<file path="config.mk">
export PLATFORM = sky130hd
export DESIGN_NAME = instr_encoder_loader
export DESIGN_NICKNAME = d
export VERILOG_FILES = /design/src/rtl/isa_pkg.sv /design/src/rtl/sync_fifo.sv /design/src/rtl/instr_encoder_loader.sv
export SDC_FILE = /design/constraint.sdc
export NUM_CORES = 1
export LEC_CHECK = 0
export ABC_AREA = 0
export CELL_PAD_IN_SITES_DETAIL_PLACEMENT = 1
export CELL_PAD_IN_SITES_GLOBAL_PLACEMENT = 1
export CORE_AREA = 2 2 96 98
export CTS_BUF_LIST = sky130_fd_sc_hd__clkbuf_4 sky130_fd_sc_hd__clkbuf_8 sky130_fd_sc_hd__clkbuf_16
export CTS_CLUSTER_SIZE = 16
export DETAILED_ROUTE_END_ITERATION = 8
export DIE_AREA = 0 0 98 100
export HOLD_SLACK_MARGIN = 0.06
export PLACE_DENSITY = 0.89
export SLEW_MARGIN = 20
export SYNTH_ARGS = -nofsm -noshare
export SYNTH_HDL_FRONTEND = slang
export SYNTH_SLANG_ARGS = --single-unit
</file>
<file path="constraint.sdc">
create_clock -name clk -period 5.1 [get_ports clk]
set_input_delay 0.765 -clock clk [delete_from_list [all_inputs] [get_ports clk]]
set_output_delay 0.765 -clock clk [all_outputs]
set_load 0.05 [all_outputs]
</file>
<file path="src/rtl/isa_pkg.sv">
// Shared ISA definitions: opcode ranges, field positions and the field-to-word encoder.
// The instruction decoder imports the same constants, so the two paths cannot drift apart.
package isa_pkg;

  localparam int INSTR_W = 16;

  localparam logic [3:0] OP_R       = 4'd0;
  localparam logic [3:0] OP_I_FIRST = 4'd1;
  localparam logic [3:0] OP_I_LAST  = 4'd6;
  localparam logic [3:0] OP_J_FIRST = 4'd7;
  localparam logic [3:0] OP_J_LAST  = 4'd9;

  // Field LSB positions within the 16-bit word
  localparam int OPCODE_LSB = 12;
  localparam int FUNCT_LSB  = 9;
  localparam int RS_LSB     = 6;
  localparam int IMM_LSB    = 6;
  localparam int RT_LSB     = 3;
  localparam int RD_LSB     = 0;
  localparam int JADDR_LSB  = 0;

  typedef logic [INSTR_W-1:0] instr_t;

  typedef enum logic [1:0] {
    FMT_R,
    FMT_I,
    FMT_J,
    FMT_ILLEGAL
  } instr_fmt_t;

  typedef struct packed {
    logic [3:0]  opcode;
    logic [2:0]  funct;
    logic [2:0]  rs;
    logic [2:0]  rt;
    logic [2:0]  rd;
    logic [5:0]  imm;
    logic [11:0] addr;
  } instr_fields_t;

  function automatic instr_fmt_t instr_fmt(input logic [3:0] op);
    if (op == OP_R)                              return FMT_R;
    else if (op >= OP_I_FIRST && op <= OP_I_LAST) return FMT_I;
    else if (op >= OP_J_FIRST && op <= OP_J_LAST) return FMT_J;
    else                                         return FMT_ILLEGAL;
  endfunction

  function automatic instr_t encode_instr(input instr_fields_t f);
    instr_t w;
    // NOTE: give every combinational result a default before the case so no path leaves it unassigned (no latch).
    w = '0;
    unique case (instr_fmt(f.opcode))
      FMT_R: begin
        w[OPCODE_LSB +: 4] = OP_R;
        w[FUNCT_LSB  +: 3] = f.funct;
        w[RS_LSB     +: 3] = f.rs;
        w[RT_LSB     +: 3] = f.rt;
        w[RD_LSB     +: 3] = f.rd;
      end
      FMT_I: begin
        w[OPCODE_LSB +: 4] = f.opcode;
        w[IMM_LSB    +: 6] = f.imm;
        w[RT_LSB     +: 3] = f.rt;
        w[RD_LSB     +: 3] = f.rd;
      end
      FMT_J: begin
        w[OPCODE_LSB +: 4]  = f.opcode;
        w[JADDR_LSB  +: 12] = f.addr;
      end
      FMT_ILLEGAL: w = '0;
    endcase
    return w;
  endfunction

endpackage

</file>
<file path="src/rtl/sync_fifo.sv">
// Single-clock FIFO with occupancy count; rdata shows the head entry whenever not empty.
// Pushes while full and pops while empty are ignored.
module sync_fifo #(
  parameter int WIDTH = 16,
  parameter int DEPTH = 4,
  localparam int PW   = $clog2(DEPTH),
  localparam int CW   = PW + 1
) (
  input  logic             clk,
  input  logic             rst,
  input  logic             push,
  input  logic [WIDTH-1:0] wdata,
  input  logic             pop,
  output logic [WIDTH-1:0] rdata,
  output logic             full,
  output logic             empty,
  output logic [CW-1:0]    count
);

  localparam logic [CW-1:0] DEPTH_C = CW'(DEPTH);
  localparam logic [CW-1:0] CNT_ONE = CW'(1);
  localparam logic [PW-1:0] PTR_ONE = PW'(1);

  logic [WIDTH-1:0] mem [DEPTH];
  logic [PW-1:0]    wr_idx;
  logic [PW-1:0]    rd_idx;
  logic             do_push;
  logic             do_pop;

  assign full    = (count == DEPTH_C);
  assign empty   = (count == '0);
  assign do_push = push && !full;
  assign do_pop  = pop && !empty;
  assign rdata   = mem[rd_idx];

  // NOTE: storage is deliberately not reset; occupancy is tracked by the reset counters, so stale data is never visible.
  always_ff @(posedge clk) begin
    if (do_push) mem[wr_idx] <= wdata;
  end

  // NOTE: sequential state uses non-blocking assignments so every flop samples pre-edge values.
  always_ff @(posedge clk or posedge rst) begin
    if (rst) begin
      wr_idx <= '0;
      rd_idx <= '0;
      count  <= '0;
    end else begin
      if (do_push) wr_idx <= wr_idx + PTR_ONE;
      if (do_pop)  rd_idx <= rd_idx + PTR_ONE;
      if (do_push && !do_pop)      count <= count + CNT_ONE;
      else if (do_pop && !do_push) count <= count - CNT_ONE;
    end
  end

endmodule

</file>
<file path="src/rtl/instr_encoder_loader.sv">
// Packs decoded instruction field tuples into 16-bit ISA words and streams them into
// instruction memory at contiguous addresses from a session start address.
module instr_encoder_loader
  import isa_pkg::*;
#(
  parameter int DEPTH  = 4,
  parameter int ADDR_W = 8
) (
  input  logic              clk,
  input  logic              rst,
  input  logic              start,
  input  logic [ADDR_W-1:0] start_addr,
  input  logic              in_valid,
  output logic              in_ready,
  input  logic [3:0]        in_opcode,
  input  logic [2:0]        in_funct,
  input  logic [2:0]        in_rs,
  input  logic [2:0]        in_rt,
  input  logic [2:0]        in_rd,
  input  logic [5:0]        in_imm,
  input  logic [11:0]       in_addr,
  input  logic              in_last,
  output logic              mem_we,
  input  logic              mem_ready,
  output logic [ADDR_W-1:0] mem_addr,
  output logic [15:0]       mem_wdata,
  output logic              busy,
  output logic              done,
  output logic              err_illegal,
  output logic              err_wrap
);

  localparam int CW = $clog2(DEPTH) + 1;
  localparam logic [CW-1:0]     DEPTH_C = CW'(DEPTH);
  localparam logic [ADDR_W-1:0] ADDR_ONE = ADDR_W'(1);

  typedef enum logic [1:0] {
    S_IDLE,
    S_LOAD,
    S_DRAIN,
    S_DONE
  } state_t;

  state_t            state;
  logic [ADDR_W-1:0] wr_ptr;

  instr_fields_t fields;
  instr_t        encoded;
  logic          legal;
  logic          accept;
  logic          fifo_push;
  logic          fifo_pop;
  logic          fifo_full;
  logic          fifo_empty;
  logic [CW-1:0] fifo_count;
  instr_t        fifo_head;

  assign fields = '{opcode: in_opcode, funct: in_funct, rs: in_rs, rt: in_rt,
                    rd: in_rd, imm: in_imm, addr: in_addr};
  assign encoded = encode_instr(fields);
  assign legal   = (instr_fmt(in_opcode) != FMT_ILLEGAL);

  // Ready only with a free slot: a full FIFO never accepts, even when a pop is in flight.
  assign in_ready  = (state == S_LOAD) && (fifo_count < DEPTH_C);
  assign accept    = in_valid && in_ready;
  assign fifo_push = accept && legal && !fifo_full;
  assign fifo_pop  = mem_we && mem_ready;

  assign mem_we    = !fifo_empty;
  assign mem_addr  = wr_ptr;
  // Storage is not reset, so the data bus is forced quiet while nothing is queued.
  assign mem_wdata = fifo_empty ? '0 : fifo_head;

  sync_fifo #(
    .WIDTH (INSTR_W),
    .DEPTH (DEPTH)
  ) u_fifo (
    .clk   (clk),
    .rst   (rst),
    .push  (fifo_push),
    .wdata (encoded),
    .pop   (fifo_pop),
    .rdata (fifo_head),
    .full  (fifo_full),
    .empty (fifo_empty),
    .count (fifo_count)
  );

  always_ff @(posedge clk or posedge rst) begin
    if (rst) begin
      state       <= S_IDLE;
      wr_ptr      <= '0;
      busy        <= 1'b0;
      done        <= 1'b0;
      err_illegal <= 1'b0;
      err_wrap    <= 1'b0;
    end else begin
      if (fifo_pop) begin
        wr_ptr <= wr_ptr + ADDR_ONE;
        if (&wr_ptr) err_wrap <= 1'b1;
      end
      if (accept && !legal) err_illegal <= 1'b1;

      unique case (state)
        S_IDLE, S_DONE: begin
          if (start) begin
            state       <= S_LOAD;
            wr_ptr      <= start_addr;
            busy        <= 1'b1;
            done        <= 1'b0;
            err_illegal <= 1'b0;
            err_wrap    <= 1'b0;
          end
        end
        S_LOAD: begin
          if (accept && in_last) state <= S_DRAIN;
        end
        S_DRAIN: begin
          // Empty FIFO means no write is pending, since mem_we tracks non-empty.
          if (fifo_empty) begin
            state <= S_DONE;
            busy  <= 1'b0;
            done  <= 1'b1;
          end
        end
        default: state <= S_IDLE;
      endcase
    end
  end

endmodule
</file>
==> reports/results.ini, run 1 <==
[sta]
tightest_slew_ps = 940
fin_crit_ps = 3390
final.period_utilization = 0.665
fin_tns_setup_ps = 0
fmax_mhz = 295
slew_headroom = 0.374
rsz0062_at_grt = false
slew_viol_final = 0
finClkSkew_ps = 10.7
hold_viol_final = 0
setup_viol = 0

[worst_setup_path]
rr_worst_depth = 5
crit_path_start_kind = register
crit_required_ps = 4340
cp_slowest_cell = clkdlybuf4s50_1
worst_setup_path_end_kind = output pin
critical_path_class = reg -> out
cp.arrival_ps = 2630
path_cells = nor3_1, inv_1, and2_1, clkdlybuf4s50_1
rr_endpoint = u_fifo.mem[0][10]$_DFFE_PP_
reg2reg_from = state[1]$_DFFE_PP0P_
rrSetupSlack_ps = 2660
path_buf_inv = 2
crit_fanout = 18
cp_top_family = buffers and inverters
cpPeakStageDelay_ps = 740

[clock_network]
cts_tree = built
clockRootBuffer = clkbuf_8
cts_resized = 0
insertion_delay_ps = 350
hold_buffers = 0
path_clk_slew_ps = 90
post_cts_buffers = 0
clockBufferDepth = 2
clkSinkCount = 85
cts_buffers = 9
cts_htree_levels = 3

[run]
drv_cap = 0

[final_layout]
insertedDiodeCount = 0
postLayoutCoreUtil = 0.554
fin_nets = 405
drive_gt1_frac = 0.125
syn_to_final_growth_pct = 27.2
finalNonFillerCells = 463

[status]
status = finished clean

[route]
wl_per_cell_um = 19.7
via_count = 2542
drc = 0
wirelength_um = 9140
first_pass_iters = 6
via_per_inst = 5.49
antenna_left = 0
drtIter0Drc = 87

[synth]
avgSynthCellArea_um2 = 14.4
yosysSeqAreaShare = 0.632
synth-seq-cells = 85
synth_fp_nets = 327
async_flop_share = 0.247
yosys_warnings = 0
synth_edf_count = 64
syn-cell-area_mm2 = 0.00387
synth_ff_type = edfxtp_1
syn_inst = 269
ys_types = 41

[hold_path]
whs_endpoint = err_wrap$_DFF_PP0_
hold_class = reg -> reg
whs_path_depth = 1
min_from = err_wrap$_DFF_PP0_

[placed_design]
dp.cells = 447
io_buffer_count = 77
gp_congestion = 0.756
hpwl_um = 6510

[die]
die_x_um = 98
pin_count = 78
rows = 35
die_height_um = 100
core_mm2 = 0.00889
design.die.area_mm2 = 0.00980
initial_core_util = 0.435

[power_and_ir_drop]
power_density_mw_per_mm2 = 572
report.power.total_uw = 2820
p_leak_uw = 0.00172
ir_drop_v = 0.000229

[global_routing]
grt.total_usage = 0.196
grt_max_degree = 22
grt_pass1_vias = 2799
antenna_found_initial = 0
grt-ovfl-total = 0
grt_pass1_wl_um = 14600

[worst reg2reg max path, cell delays in order (launching register included)]
cell,delay (ps)
dfrtp_1,410
inv_1,80
ha_1,210
nand3b_1,130
nor2b_1,410
and2_1,820
[placed cells by master (no fill, tap or decap), types with 2 or more instances in the layout]
| master | netlist | layout |
|---|---|---|
| clkdlybuf4s50_1 | 0 | 77 |
| edfxtp_1 | 64 | 64 |
| nand2_1 | 26 | 26 |
| and2_1 | 21 | 21 |
| dfrtp_1 | 21 | 20 |
| mux4_2 | 16 | 16 |
| nor2_1 | 11 | 11 |
| o21ai_0 | 10 | 10 |
| ha_1 | 9 | 9 |
| clkbuf_8 | 0 | 9 |
| inv_1 | 8 | 8 |
| a21oi_1 | 6 | 6 |
| nand3_1 | 5 | 5 |
| a31oi_1 | 6 | 5 |
| clkinvlp_4 | 0 | 5 |
| xor2_1 | 4 | 4 |
| nor2b_1 | 4 | 4 |
| xnor2_1 | 4 | 4 |
| nand4_1 | 4 | 4 |
| o31ai_1 | 3 | 3 |
| or4_1 | 3 | 3 |
| or3_1 | 3 | 3 |
| a21o_1 | 3 | 3 |
| o221a_2 | 3 | 3 |
| o211ai_1 | 3 | 3 |
| mux2_2 | 2 | 2 |
| mux2i_1 | 2 | 2 |
| nor4_1 | 2 | 2 |
| o21a_1 | 2 | 2 |
| buf_4 | 2 | 2 |
[flip-flops by register name (all words and copies together) (netlist names)]
register and flops:
done 1, u_fifo.mem 64, err_wrap 1, u_fifo.count 3
mem_addr 8, u_fifo.rd_idx 2, busy 1, u_fifo.wr_idx 2
state 2, err_illegal 1
[stage by stage]
step / worst slack, ps / instance area (µm²) / hold WS (ps)
finish: 1710 / 4920 / 516
CTS: 1300 / 4920 / 518
global route: 1540 / 4920 / 553
detailed placement: 1700 / 4740 / 493
floorplan: 2520 / 3870 / 491
global placement: 1740 / 4740 / 491
[worst max path at each step]
stage,startpoint,endpoint,slack (ps),depth (start not counted)
final,u_fifo.count[2]$_DFFE_PP0P_,mem_wdata[6],1710,4
after global routing,u_fifo.count[2]$_DFFE_PP0P_,mem_wdata[6],1540,4
after CTS,u_fifo.rd_idx[0]$_DFFE_PP0P_,mem_wdata[10],1300,3
after detailed placement,u_fifo.rd_idx[0]$_DFFE_PP0P_,mem_wdata[10],1700,3
after global placement,u_fifo.rd_idx[0]$_DFFE_PP0P_,mem_wdata[15],1740,3
after floorplan,u_fifo.count[0]$_DFFE_PP0P_,mem_wdata[10],2520,4
[layer usage]
layer | share of wire | GRT usage | up-vias
met4 | 0.024 | 0.0983 | 0
met5 | 0 | 0 | -
li1 | - | - | 1180
met3 | 0.024 | 0.0286 | 18
met2 | 0.53 | 0.347 | 49
met1 | 0.42 | 0.235 | 1295
[area by class of cell]
| cell class | count | area (µm²) |
|---|---|---|
| clock buffers | 9 | 124 |
| clock inverters | 7 | 51.3 |
| fillers | 890 | 3970 |
| inverters | 8 | 30.0 |
| multi-input cells | 164 | 1340 |
| flip-flops and latches | 85 | 2450 |
| well taps | 111 | 139 |
| repair buffers | 79 | 786 |
[cell families (layout without fill, tap and decap cells)]
group           Yosys count  after routing  share of synthesized area
flops                    85             85                      0.632
simple gates             83             83                      0.110
compound gates           43             43                     0.0789
mux                      20             20                      0.104
buf+inv                  20            103                     0.0223
fa+ha+maj                10             10                     0.0343
xor+xnor                  8              8                     0.0181
[power breakdown]
part | total, µW | leakage, µW | internal, µW | switching, µW
combinational | 1360 | 0.000820 | 548 | 809
sequential | 1030 | 0.000824 | 852 | 182
clock | 424 | 0.0000739 | 177 | 247
total | 2820 | 0.00172 | 1580 | 1240
[synthesized netlist by cell type (2+ instances only)]
master | instances | area (µm²)
or4_1 | 3 | 22.5
buf_4 | 2 | 15.0
clkbuf_1 | 7 | 26.3
mux2i_1 | 2 | 20.0
edfxtp_1 | 64 | 1920
nor2_1 | 11 | 41.3
buf_2 | 3 | 15.0
dfrtp_1 | 21 | 526
o21ai_0 | 10 | 50.1
nand4_1 | 4 | 25.0
or3_1 | 3 | 18.8
nor4_1 | 2 | 12.5
o21a_1 | 2 | 15.0
xor2_1 | 4 | 35.0
ha_1 | 9 | 113
nand2_1 | 26 | 97.6
o221a_2 | 3 | 33.8
xnor2_1 | 4 | 35.0
a21oi_1 | 6 | 30.0
nor2b_1 | 4 | 25.0
mux2_2 | 2 | 22.5
a21o_1 | 3 | 22.5
o211ai_1 | 3 | 22.5
inv_1 | 8 | 30.0
mux4_2 | 16 | 360
a31oi_1 | 6 | 37.5
nand3_1 | 5 | 25.0
o31ai_1 | 3 | 22.5
and2_1 | 21 | 131
No activity file was read; power rests on OpenSTA's default activity.
==> run 2, diff against run 1 <==
--- a/config.mk
+++ b/config.mk
@@ -8,13 +8,13 @@
 export ABC_AREA = 0
 export CELL_PAD_IN_SITES_DETAIL_PLACEMENT = 1
 export CELL_PAD_IN_SITES_GLOBAL_PLACEMENT = 1
-export CORE_AREA = 2 2 96 98
+export CORE_AREA = 2 2 104 106
 export CTS_BUF_LIST = sky130_fd_sc_hd__clkbuf_4 sky130_fd_sc_hd__clkbuf_8 sky130_fd_sc_hd__clkbuf_16
 export CTS_CLUSTER_SIZE = 16
 export DETAILED_ROUTE_END_ITERATION = 8
-export DIE_AREA = 0 0 98 100
+export DIE_AREA = 0 0 106 108
 export HOLD_SLACK_MARGIN = 0.06
-export PLACE_DENSITY = 0.89
+export PLACE_DENSITY = 0.8
 export SLEW_MARGIN = 20
 export SYNTH_ARGS = -nofsm -noshare
 export SYNTH_HDL_FRONTEND = slang
==> constraint.sdc (replaced) <==
create_clock -name clk -period 2.9 [get_ports clk]
set_input_delay 0.435 -clock clk [delete_from_list [all_inputs] [get_ports clk]]
set_output_delay 0.435 -clock clk [all_outputs]
set_load 0.05 [all_outputs]
==> run 2 against run 1 <==
Net effect: setup slack got worse by 1500 ps; largest power group unchanged; core utilization is 5.6 points lower; combinational power is 84% higher; clock-buffer cell count unchanged; non-clock buffer count rose by 11; critical path type unchanged; critical endpoint is now mem_we; register-to-register slack worse by 2200 ps.
==> reports/results.ini, run 2 (same netlist as run 1, synthesis figures left out) <==
[status]
status = finished clean

[route]
via_per_inst = 5.07  ; -7.7%
drc = 0  ; unchanged
via_count = 2535  ; -0.28%
wirelength_um = 9460  ; +3.4%
first_pass_iters = 4  ; -2
drtIter0Drc = 71  ; -18%
wl_per_cell_um = 18.9  ; -4.3%
antenna_left = 0  ; unchanged

[die]
design.die.area_mm2 = 0.0114  ; +17%
rows = 37  ; +5.7%
die_x_um = 106  ; +8.2%
initial_core_util = 0.378  ; -0.0571
core_mm2 = 0.0102  ; +15%
pin_count = 78  ; unchanged
die_height_um = 108  ; +8.0%

[worst_setup_path]
crit_path_start_kind = register
reg2reg_from = u_fifo.count[2]$_DFFE_PP0P_
worst_setup_path_end_kind = output pin
cp.arrival_ps = 2260  ; -370 ps
crit_required_ps = 2470  ; -1870 ps
crit_fanout = 10  ; -8
crit_start = u_fifo.count[2]$_DFFE_PP0P_
critical_path_class = reg -> out

[clock_network]
path_clk_slew_ps = 90  ; about the same
clockBufferDepth = 2  ; unchanged
hold_buffers = 0  ; unchanged
cts_htree_levels = 3  ; unchanged
clkSinkCount = 85  ; unchanged
post_cts_buffers = 0  ; unchanged
cts_tree = built
clockRootBuffer = clkbuf_8
cts_resized = 0  ; unchanged
insertion_delay_ps = 350  ; about the same
cts_buffers = 9  ; unchanged

[final_layout]
final_common_cell = edfxtp_1
layout_common_cells = edfxtp_1 (64), clkdlybuf4s50_1 (61), buf_4 (27), nand2_1 (26)
fin_nets = 416  ; +2.7%
syn_to_final_growth_pct = 31.5
largest_reg_flops = 64  ; unchanged
drive_gt1_frac = 0.190  ; +0.0651
fillers = 1057  ; +19%
regMostFlops = u_fifo.mem

[sta]
slew_viol_final = 0  ; unchanged
fin_ws_ps = 202  ; -1500 ps
setup_viol = 0  ; unchanged
slew_headroom = 0.441  ; +0.0673
final.period_utilization = 0.930
fmax_mhz = 371
finClkSkew_ps = 10.4  ; -0.240 ps
fin_crit_ps = 2700
hold_viol_final = 0  ; unchanged
rsz0062_at_grt = false
fin_tns_setup_ps = 0  ; unchanged
tightest_slew_ps = 838  ; -102 ps

[global_routing]
antenna_found_initial = 1  ; +1
grt_pass1_vias = 2765  ; -1.2%
grt.total_usage = 0.175  ; -0.0204
grt_pass1_wl_um = 15100  ; +3.3%
grt-ovfl-total = 0  ; unchanged
grt_max_degree = 23  ; +4.5%

[hold_path]
hold_class = reg -> reg
min_from = err_wrap$_DFF_PP0_

[power_and_ir_drop]
p_leak_uw = 0.00185  ; +7.5%
power_density_mw_per_mm2 = 1030  ; +79%
ir_drop_v = 0.000346  ; +51%

[placed_design]
gp_congestion = 0.756  ; about the same
hpwl_um = 6910  ; +6.1%
io_buffer_count = 77  ; unchanged
dp_worst_setup_slack_ps = 188  ; -1510 ps

[run]
drv_cap = 0  ; unchanged

==> run 2: power breakdown <==
| part | internal, µW | leakage, µW | total [µW] | switching [µW] |
|---|---|---|---|---|
| registers | 1500 | 0.000825 | 1710 | 212 |
| clock network | 577 | 0.000122 | 1010 | 434 |
| logic | 956 | 0.000899 | 2500 | 1550 |
| total | 3030 | 0.00185 | 5220 | 2190 |
==> run 2: stage by stage <==
| step | power (µW) | utilization | std cells | area [µm²] | hold slack, ps |
|---|---|---|---|---|---|
| after detailed placement | 4260 | 0.473 | 483 | 4840 | 483 |
| after global placement | 4180 | 0.473 | 483 | 4840 | 477 |
| after floorplan | 3460 | - | 269 | 3870 | 412 |
| final | 5220 | 0.497 | 500 | 5090 | 503 |
| after global routing | 5480 | 0.497 | 500 | 5090 | 525 |
| after CTS | 5280 | 0.497 | 499 | 5090 | 505 |
==> run 2: final timing paths <==
kind,cells after the start,slack [ps],end
setup / recovery,3,200,mem_we
hold / removal,1,500,err_wrap$_DFF_PP0_
setup reg to reg,7,480,u_fifo.count[2]$_DFFE_PP0P_
hold reg to reg,1,500,err_wrap$_DFF_PP0_
max in group asynchronous,2,1840,mem_addr[4]$_DFF_PP0_
min in group asynchronous,2,540,u_fifo.count[0]$_DFFE_PP0P_
==> run 2: area by class of cell <==
class | count | area (µm²) | area share
timing repair buffer | 90 | 853 | 0.168
clock inverter | 7 | 120 | 0.0236
inverter | 8 | 30.0 | 0.00590
clock buffer | 9 | 124 | 0.0243
sequential | 85 | 2450 | 0.481
tap | 136 | 170 | 0.0334
antenna | 1 | 2.50 | 0.000492
multi-input combinational | 164 | 1340 | 0.264
==> run 2: per-layer routing <==
layer	vias to the layer above	routed length, µm	track usage
met5	-	0	0
met4	0	230	0.0865
met3	19	211	0.0247
met2	38	5070	0.315
met1	1281	3950	0.208
li1	1197	-	-
==> run 2: worst max-delay path, cell delays in order (launching register included) <==
cell and delay, ps:
dfrtp_1 520, nor3_1 450, inv_1 180, clkdlybuf4s50_1 760
